<file path="src/rtl/unit_seq_pkg.sv">
// Shared types and constants for the round-robin phase sequencer.
package unit_seq_pkg;
  typedef enum logic {IDLE = 1'b0, ACTIVE = 1'b1} state_t;

  localparam int PHW      = 3;
  localparam int MAX_WAIT = 4;
  localparam int DEF_NREQ = 4;
  localparam int DEF_RW   = 32;

  // Wait requests above MAX_WAIT clamp rather than wrap.
  function automatic logic [PHW-1:0] sat_wait(input logic [2:0] wc);
    return (int'(wc) > MAX_WAIT) ? PHW'(MAX_WAIT) : PHW'(wc);
  endfunction
endpackage

</file>
<file path="src/rtl/unit_seq_rr_arb.sv">
// Combinational round-robin pick: search starts one past ptr and wraps.
module unit_seq_rr_arb #(
  parameter int NREQ = 4
) (
  input  logic [NREQ-1:0]         req,
  input  logic [$clog2(NREQ)-1:0] ptr,
  output logic [NREQ-1:0]         pick,
  output logic [$clog2(NREQ)-1:0] pick_idx,
  output logic                    vld
);
  localparam int IW = $clog2(NREQ);

  always_comb begin
    int k;
    k        = 0;
    pick     = '0;
    pick_idx = '0;
    vld      = 1'b0;
    for (int i = 1; i <= NREQ; i++) begin
      k = int'(ptr) + i;
      if (k >= NREQ) k = k - NREQ;
      if (!vld && req[k]) begin
        vld      = 1'b1;
        pick[k]  = 1'b1;
        pick_idx = IW'(k);
      end
    end
  end
endmodule

</file>
<file path="src/rtl/unit_seq_ctrl.sv">
// Shares one engine among NREQ requesters and emits a/b/c/d/done/busy/r.
// Build option UNIT_SEQ_WAIT_EN enables the wait_cyc a->b stretch.
module unit_seq_ctrl import unit_seq_pkg::*; #(
  parameter int NREQ = DEF_NREQ,
  parameter int RW   = DEF_RW
) (
  input  logic            clk,
  input  logic            rst,
  input  logic [NREQ-1:0] req,
  input  logic [2:0]      wait_cyc,
  output logic [NREQ-1:0] gnt,
  output logic            a,
  output logic            b,
  output logic            c,
  output logic            d,
  output logic            done,
  output logic            busy,
  output logic [RW-1:0]   r
);
  localparam int IW = $clog2(NREQ);

  state_t          state, state_n;
  logic [PHW-1:0]  ph, ph_n, w, w_n, wsel, len_m1;
  logic [NREQ-1:0] gnt_n, pick;
  logic [IW-1:0]   ptr, ptr_n, pick_idx;
  logic            pick_vld, arb_en, act_n;
  logic            a_n, b_n, c_n, d_n, done_n;

`ifdef UNIT_SEQ_WAIT_EN
  assign wsel = sat_wait(wait_cyc);
`else
  logic unused_wait;
  assign unused_wait = ^wait_cyc;
  assign wsel        = '0;
`endif

  unit_seq_rr_arb #(.NREQ(NREQ)) u_arb (
    .req      (req),
    .ptr      (ptr),
    .pick     (pick),
    .pick_idx (pick_idx),
    .vld      (pick_vld)
  );

  assign len_m1 = w + PHW'(3);

  always_comb begin
    state_n = state;
    ph_n    = ph;
    w_n     = w;
    gnt_n   = gnt;
    ptr_n   = ptr;
    arb_en  = (state == IDLE) || (ph == len_m1);
    case (state)
      IDLE: ;
      ACTIVE: begin
        ph_n = ph + PHW'(1);
        if (ph == '0) w_n = wsel;
        if (ph == len_m1) begin
          state_n = IDLE;
          gnt_n   = '0;
        end
      end
      default: state_n = IDLE;
    endcase
    // A fresh grant overrides the fall to IDLE, giving back-to-back transactions.
    if (arb_en && pick_vld) begin
      state_n = ACTIVE;
      ph_n    = '0;
      gnt_n   = pick;
      ptr_n   = pick_idx;
    end
  end

  // Strobes are decoded from the next phase so every output leaves a flop.
  always_comb begin
    act_n  = (state_n == ACTIVE);
    a_n    = act_n && (ph_n == '0);
    c_n    = act_n && (ph_n != '0) && (ph_n <= w_n + PHW'(3));
    d_n    = act_n && (ph_n == PHW'(2));
    b_n    = act_n && (ph_n == w_n + PHW'(1));
    done_n = act_n && (ph_n == w_n + PHW'(3));
  end

  always_ff @(posedge clk) begin
    if (rst) begin
      state <= IDLE;
      ph    <= '0;
      w     <= '0;
      ptr   <= IW'(NREQ - 1);
      gnt   <= '0;
      a     <= 1'b0;
      b     <= 1'b0;
      c     <= 1'b0;
      d     <= 1'b0;
      done  <= 1'b0;
      busy  <= 1'b0;
      r     <= '0;
    end else begin
      state <= state_n;
      ph    <= ph_n;
      w     <= w_n;
      ptr   <= ptr_n;
      gnt   <= gnt_n;
      a     <= a_n;
      b     <= b_n;
      c     <= c_n;
      d     <= d_n;
      done  <= done_n;
      busy  <= act_n;
      r     <= a ? '0 : r + RW'(1);
    end
  end
endmodule

</file>
<file path="config.mk">
export PLATFORM = sky130hd
export DESIGN_NAME = unit_seq_ctrl
export DESIGN_NICKNAME = d
export VERILOG_FILES = /design/src/rtl/unit_seq_pkg.sv /design/src/rtl/unit_seq_rr_arb.sv /design/src/rtl/unit_seq_ctrl.sv
export SDC_FILE = /design/constraint.sdc
export NUM_CORES = 1
export LEC_CHECK = 0
export BUFFER_PORTS_ARGS = -buffer_cell sky130_fd_sc_hd__buf_2
export CAP_MARGIN = 10
export CELL_PAD_IN_SITES_DETAIL_PLACEMENT = 1
export CELL_PAD_IN_SITES_GLOBAL_PLACEMENT = 1
export CORE_MARGIN = 5
export CORE_UTILIZATION = 40
export DETAILED_ROUTE_END_ITERATION = 12
export PLACE_DENSITY = 0.79
export SYNTH_ARGS = -nofsm -noshare
export SYNTH_HDL_FRONTEND = slang
export SYNTH_SLANG_ARGS = --single-unit
</file>
<file path="constraint.sdc">
create_clock -name clk -period 3.4 [get_ports clk]
set_input_delay 0.51 -clock clk [delete_from_list [all_inputs] [get_ports clk]]
set_output_delay 0.51 -clock clk [all_outputs]
set_load 0.03 [all_outputs]
</file>
* Word level (Yosys, flattened, before mapping)
Index checks and enable logic that the tools add are counted.
** Word-level totals
- Register bits after elaboration :: 50
- Input port bits :: 9
- Word-level logic and storage cells :: 116
** Cells by class
- Add/subtract/negate cells :: 13
- $lt $le $gt $ge :: 13
- Equality and inequality tests :: 4
- Muxes and demuxes :: 46
- Bitwise logic cells :: 4
- Reduce and logical (&&, ||, !) cells :: 25
** Operators with widths (number)
- $ge 32x1->1 const B :: 4
- $ge 32x4->1 const B :: 4
- $lt 32x4->1 const B :: 4
- $mux 32 :: 4
- $sub 32x4->32 const B :: 4
- $add 32x1->32 const B :: 1
- $mux 4 :: 7
- $mux 1 :: 19
- $logic_and 1x1->1 :: 14
- $mux 3 :: 4
- $or 4x4->4 :: 3
- $eq 3x3->1 :: 3
- $bmux 1 s2 :: 4
- $demux 1 s2 :: 4
- $mux 2 :: 4
- $add 2x2->3 const B :: 2
- $add 3x1->3 const B :: 2
- $add 3x2->3 const B :: 2
- $logic_not 3->1 :: 2
- $add 2x3->4 const B :: 1
- $reduce_bool 2->1 :: 2
- $add 2x1->3 const B :: 1
- $eq 3x2->1 const B :: 1
- $le 3x3->1 :: 1
- other kinds (6) :: 8

* Logic depth before layout (Yosys ltp)
Gate-level depths: netlist of the first run.
- Word-level depth :: 21
- Mapped depth :: 11
- Gate-level depth less buffers :: 11

* By module
Synthesis of the first run repeated with hierarchy kept, for this count alone.
** Unflattened totals
- Cells, all modules :: 346
- Area, all modules :: 2996.6 µm²
** Modules (own cells, without submodules)
- unit_seq_ctrl :: instances 1, cells each 266, area an instance 2359.8 µm², sequential area each 1001.0 µm²
- unit_seq_rr_arb :: instances 1, cells each 80, area an instance 636.9 µm², sequential area each 0.0 µm²

* Least setup slack after synthesis of the first run
OpenSTA, ideal clock, no wires.
- Path kind :: register -> register
- Start :: reg w[0]
- End :: reg c
- Arrival :: 2.401 ns
- Data required time :: 3.308 ns
- Path slack :: 0.907 ns
- Cell stages (with the launch flop) :: 12
- Cell sequence :: dfxtp_1 > inv_1 > ha_1 > xnor3_1 > o31a_1 > nor2_1 > nor2_1 > ha_1 > a21o_1 > a21oi_1 > a31oi_1 > nor4_1
** On the way
- Longest elaborated chain between the ends :: 8
- Elaborated cells between the ends (all ways) :: 15
** Ends and longest elaborated chain
- from (decl) :: line unit_seq_ctrl.sv:23 : logic [PHW-1:0] ph, ph_n, w, w_n, wsel, len_m1;
- from (signal assigned) :: line unit_seq_ctrl.sv:102 : w <= w_n;
- $add 3x2->3 (*) :: line unit_seq_ctrl.sv:45 : assign len_m1 = w + PHW'(3);
- $eq 3x3->1 (*) :: line unit_seq_ctrl.sv:53 : arb_en = (state == IDLE) || (ph == len_m1);
- $logic_or 1x1->1 (*) :: line unit_seq_ctrl.sv:53
- $logic_and 1x1->1 (*) :: line unit_seq_ctrl.sv:67 : if (arb_en && pick_vld) begin
- $mux 3 (*) :: line unit_seq_ctrl.sv:67
- named net ph_n[1] :: line unit_seq_ctrl.sv:23
- parallel branches: the longest is 2 deep, another holds $le 3x3->1
- $logic_and 1x1->1 (*) :: line unit_seq_ctrl.sv:79 : c_n = act_n && (ph_n != '0) && (ph_n <= w_n + PHW'(3));
- to (signal assigned) :: line unit_seq_ctrl.sv:107 : c <= c_n;
- to (decl) :: line unit_seq_ctrl.sv:14 : output logic c,
Mark *: on every way through the listed nets, which the timed path passes.
A chain may end at the register's enable or synchronous reset.

* Worst setup path in the final report of the first run
Same ends and word-level chain as after synthesis.

==> summary.txt, run 1 <==
Route
  – Final WL: 6920 um
  – Detailed-route DRC error count: 0
  – Drt first pass iters: 4
  – Via density: 5.36
  – Routed Antenna Nets: 0
  – DRT iter0 DRCs: 58
  – Via count: 2,546
  – Average routed wire per standard cell: 14.6 um

Global routing
  – Grt ovf: 0
  – Total GRT Usage: 15.9%
  – Initial antenna violation count: 0
  – Vias in the first global route: 2,567
  – First-pass GRT wire length: 11,700 um
  – Largest net degree at the start of global routing: 33

Final layout
  – Layout cells sized above 1: 19.9%
  – # fillers: 901
  – Nets: 401
  – Fin util: 46.0%
  – Area grow syn2layout: 13.9%
  – Ant diodes: 0

Floorplanning
  – Row Count: 31
  – Chip height: 94.9 um
  – I/O pins: 51
  – Die area: 9010 sq um
  – Core footprint: 7140 sq um
  – Initial Util: 40.4%
  – Die width: 94.9 um

Flow run
  – Max-cap violations: 0

Logic synthesis
  – Syn Nets: 359
  – Fraction of registers with async set/reset: 0%
  – Sequential fraction of the synthesis area: 34.7%
  – Synthesis Warnings: 0
  – Synth area leaders: dfxtp_1, xor2_1, ha_1
  – Register bit count reported by yosys: 50
  – Post-synth EDFFs: 0
  – Top_reg_cell synth: dfxtp_1
  – Synth top cells by count: nor2_1, dfxtp_1, xor2_1
  – Most common cell in the netlist: nor2_1
  – Post-Synthesis Cells: 333
  – Post-Syn Area: 2880 sq um
  – Avg Cell Area, Syn: 8.66 sq um
  – Top cell type's share of synthesized area: 34.7%
  – Post-synth top area cell: dfxtp_1
  – Yosys cell types: 51

Power and ir drop
  – Worst-case vdd ir drop: 0.000204 V
  – Leakage Power: 1.39 nW
  – Power density cells: 428 nW/um^2

Clocking
  – # hold bufs at CTS: 0
  – Max H-tree Level: 2
  – CTS root buf: clkbuf_8
  – Clock latency on the worst-skew pair: 0.30 ns
  – Post-CTS Setup Inserts: 0
  – CTS tree: built
  – Clock Sink Count: 50
  – # resized after CTS: 0
  – Reg clk slew, reported paths: 0.09 ns
  – Clock tree buffer depth: 2
  – CTS Buf Count: 5

Critical path
  – CP Class: flop to flop
  – Crit path launch type: flop
  – Critical path required time: 3.61 ns
  – Critical-path maximum fanout: 8
  – CP endpoint kind: flop
  – Critical path data arrival time: 3.06 ns

STA
  – Unrepaired setup endpoints after global routing: false
  – Min Hold Slack: 0.482 ns
  – Rel. slew slack: 59.6%
  – Fin. Hold Viols: 0
  – Final max-slew violation count: 0
  – Setup TNS: 0 ns
  – Slew @ Worst Pin: 0.606 ns
  – Crit share post-route: 83.8%
  – Maximum clock rate: 351 MHz
  – Final clock skew: 0.00935 ns
  – Fin crit period: 2.85 ns
  – Setup-failing EPs final: 0

Placed design
  – # port buffers: 47
  – Post-DP HPWL: 5140 um
  – RD Place Congestion: 0.766

Status
  – Status: finished clean

Min path
  – HP Class: flop to flop
[critical path, stage by stage, from the launching register on]
cell and delay [ns]:
dfxtp_1 0.37, inv_1 0.06, ha_1 0.19, xnor3_1 0.39
o31a_1 0.43, nor2_1 0.32, nor2_1 0.10, ha_1 0.34
a21o_1 0.19, a21oi_1 0.13, a31oi_1 0.06, nor4_1 0.18
[state kept, by name, indices dropped and copies added, names as in the netlist, 2 cells and up]
signal  cells
r          32
gnt         4
ph          3
ptr         2
w           3
[path summary, 6_finish.rpt]
path / start / endpoint / slack [ns] / cells past startpoint
setup / recovery: w[0] / c / 0.55 / 11
hold reg to reg: r[0] / r[0] / 0.48 / 1
setup reg to reg: w[0] / c / 0.55 / 11
hold / removal: r[0] / r[0] / 0.48 / 1
[layout make-up]
| cell class | instances | area, sq um | area share [%] |
|---|---|---|---|
| Tap cell | 99 | 124 | 3.77 |
| Timing Repair Buffer | 54 | 288 | 8.76 |
| Clock inverter | 3 | 21.3 | 0.647 |
| Clock buffer | 5 | 68.8 | 2.09 |
| Sequential cell | 50 | 1000 | 30.5 |
| Multi-Input combinational cell | 252 | 1740 | 52.9 |
| Inverter | 12 | 45.0 | 1.37 |
[layout by cell type (no fill, tap or decap), types with 2 or more instances in the layout]
| master | Yosys | final |
|---|---|---|
| mux2i_1 | 6 | 6 |
| nor3_1 | 10 | 10 |
| dfxtp_1 | 50 | 50 |
| a211oi_1 | 5 | 5 |
| mux2_2 | 2 | 2 |
| and3_1 | 6 | 6 |
| buf_4 | 4 | 7 |
| mux4_2 | 2 | 2 |
| nand4_1 | 13 | 13 |
| a31oi_1 | 3 | 3 |
| nor4_1 | 3 | 3 |
| nand2_1 | 17 | 17 |
| nand2b_1 | 2 | 2 |
| ha_1 | 17 | 17 |
| nor3b_1 | 2 | 2 |
| and2_1 | 4 | 4 |
| xnor2_1 | 10 | 10 |
| clkbuf_8 | 0 | 5 |
| buf_2 | 2 | 47 |
| o211ai_1 | 4 | 4 |
| nand3b_1 | 2 | 2 |
| and4_1 | 4 | 4 |
| nand3_1 | 13 | 13 |
| nor4_2 | 3 | 3 |
| inv_1 | 11 | 11 |
| o21ai_0 | 10 | 10 |
| xor2_1 | 28 | 28 |
| a21oi_1 | 8 | 8 |
| o2bb2ai_1 | 4 | 4 |
| o31a_1 | 2 | 2 |
| nor2_1 | 52 | 52 |
| or3b_2 | 2 | 2 |
| a32oi_1 | 4 | 4 |
[metal layers]
metal / part of all wire, % / routed length (um) / global-route usage [%] / vias up
li1: - / - / - / 1251
met1: 47 / 3250 / 19.9 / 1239
met2: 48 / 3340 / 27.8 / 44
met3: 3.0 / 207 / 2.87 / 12
met4: 1.8 / 123 / 4.81 / 0
met5: 0 / 0 / 0 / -
[power breakdown]
| group | total, mW | switching [mW] | internal [mW] |
|---|---|---|---|
| combinational | 0.423 | 0.262 | 0.161 |
| clock | 0.352 | 0.207 | 0.145 |
| sequential | 0.629 | 0.0188 | 0.610 |
| total | 1.40 | 0.488 | 0.916 |
[through the flow]
step | cells | worst slack, ns | total power, mW | cell area [sq um]
6_report | 475 | 0.550 | 1.40 | 3290
5_1_grt | 475 | 0.353 | 1.49 | 3290
4_1_cts | 475 | 0.554 | 1.42 | 3290
3_5_place_dp | 467 | 0.580 | 1.07 | 3200
3_3_place_gp | 467 | 0.715 | 1.05 | 3200
2_1_floorplan | 333 | 0.907 | 0.969 | 2880
[cell families after synthesis]
logic type,count (synthesis),synth area share [%]
xor+xnor,39,12.3
mux,10,4.43
buf+inv,31,5.03
flops,50,34.7
fa+ha+maj,17,7.38
compound gates,45,10.7
simple gates,141,25.5
(Power assumes the default switching activity.)
==> inputs of run 2 (changes only) <==
- CORE_UTILIZATION: 40 -> 38
- PLACE_DENSITY: 0.79 -> 0.78
- clock period: 3.4 -> 2.5 ns (I/O delays scaled with it)
==> summary.txt, run 2 (synthesized netlist as in run 1, its figures left out) <==
Min path
  – Min-Delay Path Depth: 2
  – HP Class: input pin to flop
  – Worst hold start: rst
  – Hold endpoint: w[2]

Final layout
  – Layout cells sized above 1: 22.4%
  – Ant diodes: 0
  – Area grow syn2layout: 17.0%
  – Nets: 409
  – Max reg flops: 32
  – Most common cell after layout, fill and taps aside: nor2_1
  – Top Registers: r x32, gnt x4
  – Fin util: 46.0%
  – Commonest cells after routing, fill and taps aside: nor2_1, dfxtp_1, buf_2
  – Biggest register: r
  – # fillers: 895

Power and ir drop
  – Worst-case vdd ir drop: 0.000317 V
  – Sw frac: 33.0%
  – Clock power share: 28.8%
  – Internal power: 1.36 mW
  – Total power: 2.03 mW
  – Net Switching: 0.671 mW
  – Power density cells: 603 nW/um^2
  – Leakage Power: 1.45 nW
  – Seq pwr share: 41.8%
  – Combinational share of power: 29.4%

Route
  – Via count: 2,599
  – DRT iter0 DRCs: 46
  – Drt first pass iters: 4
  – Average routed wire per standard cell: 14.7 um
  – Final WL: 7110 um
  – Via density: 5.38
  – Detailed-route DRC error count: 0
  – Routed Antenna Nets: 0

Clocking
  – Max H-tree Level: 2
  – Clock tree buffer depth: 2
  – # hold bufs at CTS: 0
  – Clock latency on the worst-skew pair: 0.30 ns
  – CTS Buf Count: 5
  – Clock Sink Count: 50
  – CTS tree: built
  – Post-CTS Setup Inserts: 0
  – CTS root buf: clkbuf_8
  – Reg clk slew, reported paths: 0.09 ns

Global routing
  – Grt ovf: 0
  – Initial antenna violation count: 0
  – Largest net degree at the start of global routing: 33
  – Vias in the first global route: 2,610
  – Total GRT Usage: 15.0%
  – First-pass GRT wire length: 12,200 um

Floorplanning
  – Chip height: 97.1 um
  – Die area: 9430 sq um
  – I/O pins: 51
  – Core footprint: 7330 sq um
  – Die width: 97.1 um
  – Initial Util: 39.3%
  – Row Count: 31

Placed design
  – # port buffers: 47
  – Post-DP HPWL: 5360 um
  – RD Place Congestion: 0.842

STA
  – Rel. slew slack: 58.7%
  – Maximum clock rate: 436 MHz
  – Fin. Hold Viols: 0
  – Fin crit period: 2.29 ns
  – Setup TNS: 0 ns
  – Final max-slew violation count: 0
  – Setup-failing EPs final: 0
  – Unrepaired setup endpoints after global routing: false
  – Min Hold Slack: 0.432 ns
  – Slew @ Worst Pin: 0.619 ns
  – Final clock skew: 0.00643 ns
  – Crit share post-route: 91.7%

Critical path
  – CP Class: flop to flop
  – Reg-to-reg critical path endpoint: c
  – Critical path data arrival time: 2.50 ns
  – Critical-path maximum fanout: 3
  – Critical R2R Launch: ph[2]
  – R2R cell count: 9
  – R2r setup slk: 0.21 ns
  – Crit path launch type: flop
  – CP endpoint kind: flop
  – Critical path required time: 2.71 ns

Flow run
  – Max-cap violations: 0

Status
  – Status: finished clean
## run 2: metal layers
layer / GRT usage [%] / vias up / part of all wire [%]
li1: - / 1274 / -
met1: 19.4 / 1264 / 47
met2: 25.6 / 53 / 48
met3: 3.45 / 8 / 4.6
met4: 3.24 / 0 / 0.86
met5: 0 / - / 0
## run 2: how the worst max path moves through the flow
stage | startpoint | to | slack [ns] | depth (start not counted)
4_1_cts | w[0] | c | 0.03 | 11
3_5_place_dp | w[0] | c | 0.008 | 11
6_report | ph[2] | c | 0.21 | 9
2_1_floorplan | w[0] | c | 0.007 | 11
5_1_grt | w[0] | c | 0.007 | 11
3_3_place_gp | w[0] | c | 0.15 | 11
## run 2: area by class of cell
type | count | area [sq um] | share of cell area (%)
clock inverters | 3 | 43.8 | 1.30
well taps | 99 | 124 | 3.67
multi-input cells | 252 | 1740 | 51.6
clock buffers | 5 | 68.8 | 2.04
flip-flops and latches | 50 | 1000 | 29.7
inverters | 12 | 45.0 | 1.34
repair buffers | 62 | 348 | 10.3
## run 2: power groups by stage
stage	logic (mW)	clock network, mW	registers, mW
5_1_grt	0.655	0.648	0.857
6_report	0.598	0.585	0.851
4_1_cts	0.601	0.617	0.852
2_1_floorplan	0.398	0	0.920
3_5_place_dp	0.599	0	0.869
3_3_place_gp	0.575	0	0.868
## run 2: through the flow
step                      instances  setup WS [ns]  cell area, sq um
after floorplan                 333        0.00744              2880
after global placement          475          0.147              3260
after detailed placement        475        0.00819              3260
after CTS                       483         0.0325              3370
after global routing            483        0.00672              3370
final                           483          0.207              3370
## run 2: worst max-delay path, cell delays in order (launching register included)
cell and delay, ns:
dfxtp_2 0.37, xnor3_1 0.44, o31a_1 0.34, nor2_2 0.12, nor2_1 0.06, ha_1 0.31, a21o_1 0.18, a21oi_1 0.14
a31oi_1 0.06, nor4_1 0.18
## run 2: repair_timing
item / CTS / global route
resized for setup: 2 / 2
setup endpoints to repair: 1 / 1
pin swaps: 2 / 2
==> inputs of run 3 (changes only) <==
- BUFFER_PORTS_ARGS: -buffer_cell sky130_fd_sc_hd__buf_2 -> not set
- CORE_UTILIZATION: 38 -> 40
- DONT_BUFFER_PORTS: not set -> 1
- PLACE_DENSITY: 0.78 -> 0.73
==> summary.txt, run 3 (synthesized netlist as in run 1, its figures left out) <==
STA
  – Fin. Hold Viols: 0
  – Final clock skew: 0.0110 ns
  – Crit share post-route: 94.5%
  – Rel. slew slack: 60.3%
  – Setup TNS: 0 ns
  – Final max-slew violation count: 0
  – Slew @ Worst Pin: 0.596 ns
  – Maximum clock rate: 423 MHz
  – Fin crit period: 2.36 ns
  – Setup-failing EPs final: 0
  – Min Hold Slack: 0.139 ns
  – Unrepaired setup endpoints after global routing: false

Route
  – DRT iter0 DRCs: 26
  – Routed Antenna Nets: 0
  – Detailed-route DRC error count: 0
  – Final WL: 6840 um
  – Via density: 5.35
  – Met3 WL post-DR: 301 um
  – Metal2 WL: 3410 um
  – Via count: 2,386
  – Drt first pass iters: 4
  – Average routed wire per standard cell: 15.3 um
  – Highest layer used for signal routing: met4
  – Wl on met1: 3080 um

Final layout
  – Fin util: 45.0%
  – Layout cells sized above 1: 13.8%
  – Most common cell after layout, fill and taps aside: nor2_1
  – Biggest register: r
  – Commonest cells after routing, fill and taps aside: nor2_1, dfxtp_1, xor2_1
  – Area occupied by multi-input gates: 1740 sq um
  – # fillers: 892
  – Nets: 372
  – Reg area: 1010 sq um
  – Final instance area: 3210 sq um
  – Area grow syn2layout: 11.4%
  – Top Registers: r x32, gnt x4
  – Max reg flops: 32
  – Ant diodes: 0

Floorplanning
  – Die width: 94.9 um
  – I/O pins: 51
  – Core footprint: 7140 sq um
  – Die area: 9010 sq um
  – Chip height: 94.9 um
  – Row Count: 31
  – Initial Util: 40.4%

Clocking
  – CTS tree: built
  – CTS Buf Count: 5
  – Clock Sink Count: 50
  – # hold bufs at CTS: 0
  – CTS root buf: clkbuf_8
  – Post-CTS Setup Inserts: 0
  – Max H-tree Level: 2
  – Clock tree buffer depth: 2
  – Reg clk slew, reported paths: 0.09 ns
  – Clock latency on the worst-skew pair: 0.30 ns

Status
  – Status: finished clean

Global routing
  – Total GRT Usage: 15.8%
  – Initial antenna violation count: 0
  – First-pass GRT wire length: 11,500 um
  – Vias in the first global route: 2,399
  – Largest net degree at the start of global routing: 33
  – Grt ovf: 0

Min path
  – HP Class: input pin to flop

Placed design
  – Post-DP HPWL: 5110 um
  – Area after DPL: 3100 sq um
  – # port buffers: 0
  – RD Place Congestion: 0.790

Critical path
  – Critical-path maximum fanout: 8
  – CP endpoint kind: flop
  – Critical path required time: 2.70 ns
  – Critical path data arrival time: 2.57 ns
  – Crit path launch type: flop
  – CP Class: flop to flop

Power and ir drop
  – Leakage Power: 1.25 nW
  – Total power: 1.99 mW
  – Power density cells: 619 nW/um^2
  – Worst-case vdd ir drop: 0.000310 V

Flow run
  – Max-cap violations: 0
## run 3: cell count changes in the layout (fill, tap and decap cells not counted)
cell	before	now
buf_4	15	25
nor2_1	51	52
dfxtp_4	0	1
dfxtp_2	2	1
buf_2	47	0
nor2_2	1	0
## run 3: layout make-up
class                      count  area share [%]
clock buffer                   5            2.14
clock inverter                 3            1.36
inverter                      12            1.40
multi-input combinational    252            54.1
sequential                    50            31.3
tap                           99            3.86
timing repair buffer          25            5.84
## run 3: repair_timing
item | 4_1_cts | 5_1_grt
pin swaps | 2 | 1
endpoints found under the setup margin | 1 | 1
resized for setup | 2 | 2
## run 3: routing by layer
layer	up-vias	GRT usage [%]
met4	0	4.21
met1	1151	18.9
met3	4	3.67
met5	-	0
met2	32	28.3
li1	1199	-
## run 3: worst max-delay path: stages (launching register included)
cell and delay (ns):
dfxtp_4 0.41, xnor3_1 0.44, o31a_1 0.33, nor2_1 0.14, nor2_1 0.08, ha_1 0.34, a21o_1 0.19, a21oi_1 0.13
a31oi_1 0.05, nor4_1 0.17
## run 3: power breakdown
| group | internal [mW] | total [mW] | leakage [nW] | switching (mW) |
|---|---|---|---|---|
| Sequential | 0.829 | 0.892 | 0.406 | 0.0627 |
| Clock | 0.300 | 0.576 | 0.0585 | 0.276 |
| Combinational | 0.218 | 0.521 | 0.787 | 0.303 |
| Total | 1.35 | 1.99 | 1.25 | 0.641 |
## run 3: final timing paths
check / from / endpoint / slack (ns) / cells after the start
setup reg to reg: ph[2] / c / 0.14 / 9
setup / recovery: ph[2] / c / 0.14 / 9
hold / removal: rst / state / 0.14 / 1
hold reg to reg: w[1] / w[1] / 0.52 / 2
## run 3: stage by stage
step           instances  setup WS [ns]
3_3_place_gp         438          0.132
5_1_grt              446         0.0166
2_1_floorplan        333        0.00744
6_report             446          0.137
4_1_cts              446        0.00811
3_5_place_dp         438         0.0230
